`src/rtl/bus_pkg.sv`:
```
// Shared bus definitions: ID width, broadcast address, error-flag bit positions
// and the destination filter used by bus endpoints.
package bus_pkg;

  localparam int unsigned ID_W  = 8;
  localparam int unsigned ERR_W = 3;

  localparam logic [ID_W-1:0] BCAST_ID = 8'hFF;

  typedef enum logic [1:0] {
    ERR_TX_UNDERFLOW = 2'd0,
    ERR_TX_OVERFLOW  = 2'd1,
    ERR_RX_OVERFLOW  = 2'd2
  } err_idx_e;

  function automatic logic id_match(input logic [ID_W-1:0] dest,
                                    input logic [ID_W-1:0] self,
                                    input logic [ID_W-1:0] bcast);
    return (dest == self) || (dest == bcast);
  endfunction

endpackage

```
`src/rtl/ep_fifo.sv`:
```
// Synchronous show-ahead FIFO: head is read combinationally from storage,
// overflow/underflow are single-cycle strobes for the attempted illegal access.
module ep_fifo #(
  parameter int unsigned width = 16,
  parameter int unsigned depth = 8
) (
  input  logic             clk,
  input  logic             reset,
  input  logic             wr,
  input  logic [width-1:0] wdata,
  input  logic             rd,
  output logic [width-1:0] rdata,
  output logic             full,
  output logic             empty,
  output logic             overflow,
  output logic             underflow
);

  localparam int unsigned AW = $clog2(depth);
  localparam logic [AW:0] CNT_FULL = depth[AW:0];

  logic [width-1:0] mem [depth];
  logic [AW-1:0]    wptr;
  logic [AW-1:0]    rptr;
  logic [AW:0]      count;
  logic             rd_ok;
  logic             wr_ok;

  assign empty = (count == '0);
  assign full  = (count == CNT_FULL);

  // A read on a full FIFO frees the slot the same-edge write lands in.
  assign rd_ok     = rd && !empty;
  assign wr_ok     = wr && (!full || rd_ok);
  assign overflow  = wr && !wr_ok;
  assign underflow = rd && empty;

  assign rdata = mem[rptr];

  always_ff @(posedge clk) begin
    if (!reset && wr_ok) begin
      mem[wptr] <= wdata;
    end
  end

  always_ff @(posedge clk) begin
    if (reset) begin
      wptr  <= '0;
      rptr  <= '0;
      count <= '0;
    end else begin
      if (wr_ok) begin
        wptr <= wptr + 1'b1;
      end
      if (rd_ok) begin
        rptr <= rptr + 1'b1;
      end
      if (wr_ok && !rd_ok) begin
        count <= count + 1'b1;
      end else if (!wr_ok && rd_ok) begin
        count <= count - 1'b1;
      end
    end
  end

endmodule

```
`src/rtl/bus_endpoint.sv`:
```
// Bus endpoint: a TX FIFO drained by the bus arbiter and an address-filtered
// RX FIFO drained by the user, with sticky error flags and a drop counter.
module bus_endpoint
  import bus_pkg::*;
#(
  parameter int unsigned      pckg_sz   = 16,
  parameter int unsigned      depth     = 8,
  parameter logic [ID_W-1:0]  id        = '0,
  parameter logic [ID_W-1:0]  broadcast = BCAST_ID
) (
  input  logic               clk,
  input  logic               reset,
  output logic               pndng,
  input  logic               pop,
  output logic [pckg_sz-1:0] D_pop,
  input  logic               push,
  input  logic [pckg_sz-1:0] D_push,
  input  logic               tx_wr,
  input  logic [pckg_sz-1:0] tx_data,
  output logic               tx_full,
  input  logic               rx_rd,
  output logic               rx_valid,
  output logic [pckg_sz-1:0] rx_data,
  output logic [ERR_W-1:0]   err,
  output logic [7:0]         drop_cnt
);

  logic [ID_W-1:0] dest;
  logic            addr_hit;
  logic            rx_accept;
  logic            rx_filtered;
  logic            tx_empty;
  logic            tx_ovf;
  logic            tx_udf;
  logic            rx_empty;
  logic            rx_ovf;
  logic            unused_rx_full;
  logic            unused_rx_udf;

  assign dest        = D_push[pckg_sz-1 -: ID_W];
  assign addr_hit    = id_match(dest, id, broadcast);
  assign rx_accept   = push && addr_hit;
  assign rx_filtered = push && !addr_hit;

  assign pndng    = !tx_empty;
  assign rx_valid = !rx_empty;

  ep_fifo #(
    .width (pckg_sz),
    .depth (depth)
  ) u_tx_fifo (
    .clk       (clk),
    .reset     (reset),
    .wr        (tx_wr),
    .wdata     (tx_data),
    .rd        (pop),
    .rdata     (D_pop),
    .full      (tx_full),
    .empty     (tx_empty),
    .overflow  (tx_ovf),
    .underflow (tx_udf)
  );

  // rx_rd on an empty RX FIFO is simply ignored, so its underflow strobe is unused.
  ep_fifo #(
    .width (pckg_sz),
    .depth (depth)
  ) u_rx_fifo (
    .clk       (clk),
    .reset     (reset),
    .wr        (rx_accept),
    .wdata     (D_push),
    .rd        (rx_rd),
    .rdata     (rx_data),
    .full      (unused_rx_full),
    .empty     (rx_empty),
    .overflow  (rx_ovf),
    .underflow (unused_rx_udf)
  );

  always_ff @(posedge clk) begin
    if (reset) begin
      err <= '0;
    end else begin
      if (tx_udf) begin
        err[ERR_TX_UNDERFLOW] <= 1'b1;
      end
      if (tx_ovf) begin
        err[ERR_TX_OVERFLOW] <= 1'b1;
      end
      if (rx_ovf) begin
        err[ERR_RX_OVERFLOW] <= 1'b1;
      end
    end
  end

  always_ff @(posedge clk) begin
    if (reset) begin
      drop_cnt <= '0;
    end else if (rx_filtered && (drop_cnt != '1)) begin
      drop_cnt <= drop_cnt + 1'b1;
    end
  end

endmodule

```
`config.mk`:
```
export PLATFORM = sky130hd
export DESIGN_NAME = bus_endpoint
export DESIGN_NICKNAME = d
export VERILOG_FILES = /design/src/rtl/bus_pkg.sv /design/src/rtl/ep_fifo.sv /design/src/rtl/bus_endpoint.sv
export SDC_FILE = /design/constraint.sdc
export NUM_CORES = 1
export LEC_CHECK = 0
export CAP_MARGIN = 10
export CORE_MARGIN = 2
export CORE_UTILIZATION = 45
export CTS_BUF_LIST = sky130_fd_sc_hd__clkbuf_4
export DETAILED_ROUTE_END_ITERATION = 8
export MAX_ROUTING_LAYER = met4
export SLEW_MARGIN = 20
export SYNTH_ARGS = -nofsm -noshare
export SYNTH_HDL_FRONTEND = slang
export SYNTH_SLANG_ARGS = --single-unit
```
`constraint.sdc`:
```
create_clock -name clk -period 4.8 [get_ports clk]
set_clock_uncertainty 0.15 [all_clocks]
set_input_delay 0.72 -clock clk [delete_from_list [all_inputs] [get_ports clk]]
set_output_delay 0.72 -clock clk [all_outputs]
set_load 0.1 [all_outputs]
```
==> results by group <==
Routing
  • Via count: 5895
  • Post-route ant nets: 0
  • WL final: 22.1 mm
  • Via/cell ratio: 5.30
  • DRC Markers: 0
  • 1st-pass router iterations: 4
  • DRT iter0 DRCs: 375
  • DR WL/cell: 19.9 um

Logic synthesis
  • Post-synthesis instance total: 582
  • Largest area contributor in the netlist: edfxtp_1
  • Synth cell types: 46
  • Top FF cell, synth: edfxtp_1
  • Post-synth top area share: 0.659
  • Synth warnings: 0
  • Synthesis-stage register bit count: 293
  • Mean Syn Cell Area: 20.0 um2
  • Synth Net Count: 633
  • Area contributors post-synth: edfxtp_1 66%, mux4_1 13%, dfxtp_1 6.3%, mux2_2 3.2%, mux4_2 1.5%
  • Async set-reset flop share out of synthesis: 0
  • Mapped cell area: 0.0117 mm2
  • Post-synthesis sequential area ratio: 0.722
  • Number of enable flip-flop cells after synthesis: 256

STA
  • F_max: 0.275 GHz
  • Slew headroom: 0.328
  • Setup TNS: 0 ns
  • Final Max Slew Viols: 0
  • Slew @ Worst Pin: 1.01 ns
  • RSZ-0062 raised after global routing: no
  • Post-layout minimum cycle time: 3.64 ns
  • Endpoints failing setup: 0
  • Final Hold Viols: 0
  • Part of the cycle the worst path needs: 0.758

Power and ir drop
  • Leakage: 0.00464 uW
  • PwrDens: 495 mW/mm2
  • VDD IR max: 462 uV

Clock network
  • CTS tree: yes
  • CTS Root Cell: clkbuf_4
  • Total CTS buffers: 74
  • CTS max path bufs: 3
  • # Post-CTS Setup Buffers: 0
  • CTS H-tree depth: 3
  • Hold_buf cts: 0
  • Clock-pin slew on the worst setup and hold paths: 0.06 ns
  • Post-cts sizing count: 0
  • Clk sinks: 293
  • Clk_lat worst skew: 0.65 ns

Run
  • Max-Cap Viols: 0

Critical path
  • Worst setup path class: reg2out
  • Arr. time, crit path: 2.77 ns
  • Worst EP required: 3.93 ns
  • Register-to-Register Path Depth: 12
  • R2R Setup Slk: 1.80 ns
  • Maximum fanout along the worst path: 4
  • Critical path capture point type: primary output
  • Worst reg2reg startpoint: u_tx_fifo.count[0]
  • Critical path launch point type: flip-flop
  • Reg2Reg Capture Point: u_tx_fifo.count[3]

Layout
  • Net count, final: 791
  • Fraction of layout instances using a drive strength above 1: 0.282
  • Post-layout util: 0.542
  • # fillers: 1991
  • Syn-to-layout area delta: 17.8%

Floorplanning
  • Chip width: 165 um
  • Initial core utilization: 0.461
  • Core Rows: 58
  • I/O pins: 84
  • Full die area: 0.0272 mm2
  • Die Ht: 165 um
  • Total core area: 0.0253 mm2

Global routing
  • Gr usage total: 0.172
  • Largest net degree at the start of global routing: 33
  • GRT overflow: 0
  • Vias in the first global route: 6227
  • First-pass GRT wire length: 33.5 mm
  • Antenna violations before repair: 1

Placement
  • Post-DP HPWL: 12.6 mm
  • GPL Wtd Cong: 0.769
  • Number of port buffers: 83

Outcome
  • Status: finished, final reports clean

Worst hold path
  • Hold EP: err[1]
  • Hold depth: 2
  • Worst hold start: err[1]
  • Worst hold path type: reg2reg
-- layout by cell type (no fill, tap or decap), types with 5 or more instances in the layout --
cell type / synthesis / final
mux2_2: 33 / 33
inv_2: 1 / 6
nand3_1: 10 / 10
xor2_1: 8 / 8
clkdlybuf4s50_1: 0 / 51
mux4_2: 8 / 8
o21ai_0: 5 / 5
buf_4: 0 / 54
nand2b_1: 8 / 8
nor2_1: 29 / 29
clkbuf_4: 0 / 95
ha_1: 11 / 11
edfxtp_1: 256 / 256
dfxtp_1: 37 / 37
nor3_2: 0 / 7
nand2_1: 12 / 12
a21oi_1: 15 / 15
xnor2_1: 5 / 5
or3_1: 5 / 5
mux4_1: 56 / 56
inv_1: 7 / 7
clkinv_1: 0 / 13
-- kinds of logic (layout without fill, tap and decap cells) --
family	after synthesis	in the layout	synth area share
compound gates	29	29	0.0140
mux	101	101	0.177
other cells	0	1	0
xor+xnor	13	13	0.00976
fa+ha+maj	13	13	0.0152
buf+inv	31	230	0.0154
simple gates	102	102	0.0462
flops	293	293	0.722
-- synth_stat cells, types with 3 or more instances --
master	number
edfxtp_1	256
mux4_1	56
dfxtp_1	37
mux2_2	33
nor2_1	29
a21oi_1	15
nand2_1	12
ha_1	11
nor3_1	11
nand3_1	10
buf_1	8
buf_6	8
mux4_2	8
nand2b_1	8
xor2_1	8
inv_1	7
nor4_1	5
o21ai_0	5
or3_1	5
xnor2_1	5
clkbuf_1	4
mux2i_1	4
nand2_2	4
or4_1	3
-- metrics by stage --
step,hold slack [ns],total power [uW],instances,area (um2),setup WS [ns]
floorplan,0.304,4610,582,11700,1.17
CTS,0.334,6900,1111,13700,1.08
detailed placement,0.315,5000,994,12900,0.608
global route,0.357,7120,1112,13700,1.03
finish,0.332,6800,1112,13700,1.16
global placement,0.303,4960,994,12900,0.777
-- power by group --
part / total, uW / internal, uW / leakage (uW) / switching (uW)
combinational: 2020 / 669 / 0.00153 / 1350
clock: 1870 / 972 / 0.000501 / 902
sequential: 2910 / 2850 / 0.00261 / 55.0
total: 6800 / 4490 / 0.00464 / 2310
-- layout make-up --
class / count / area [um2] / area share
sequential: 293 / 8430 / 0.613
multi-input combinational: 258 / 3120 / 0.227
timing repair buffer: 105 / 916 / 0.0667
clock buffer: 95 / 713 / 0.0519
tap: 330 / 413 / 0.0301
clock inverter: 22 / 115 / 0.00838
inverter: 8 / 30.0 / 0.00219
antenna: 1 / 2.50 / 0.000182
-- worst max-delay path: stages (launching register included) --
cell and delay [ns]:
dfxtp_1 0.36, nor3_1 0.43, and2_1 0.22, clkdlybuf4s50_1 1.14
-- registers in the layout, indices dropped and copies added (netlist names), named ones only --
name and count:
u_rx_fifo.count 4, u_rx_fifo.wptr 3, u_tx_fifo.mem 128, u_rx_fifo.mem 128, drop_cnt 8, err 3
u_tx_fifo.count 4, u_tx_fifo.wptr 3, u_rx_fifo.rptr 3, u_tx_fifo.rptr 3
-- routing by layer --
layer,track usage,vias up,routed length [um]
met2,0.281,128,11200
met4,0.0617,0,267
met1,0.213,2979,9650
met3,0.0399,25,1060
li1,-,2763,-
met5,-,-,0
-- worst max path at each step --
stage | from | slack [ns] | end
after CTS | u_tx_fifo.count[0] | 1.08 | tx_full
after floorplan | D_push[14] | 1.17 | u_rx_fifo.mem[0][0]
after detailed placement | D_push[14] | 0.61 | u_rx_fifo.count[3]
final | u_tx_fifo.count[0] | 1.16 | tx_full
after global placement | D_push[15] | 0.78 | u_rx_fifo.count[3]
after global routing | u_tx_fifo.count[0] | 1.03 | tx_full
No activity file was read; power rests on OpenSTA's default activity.
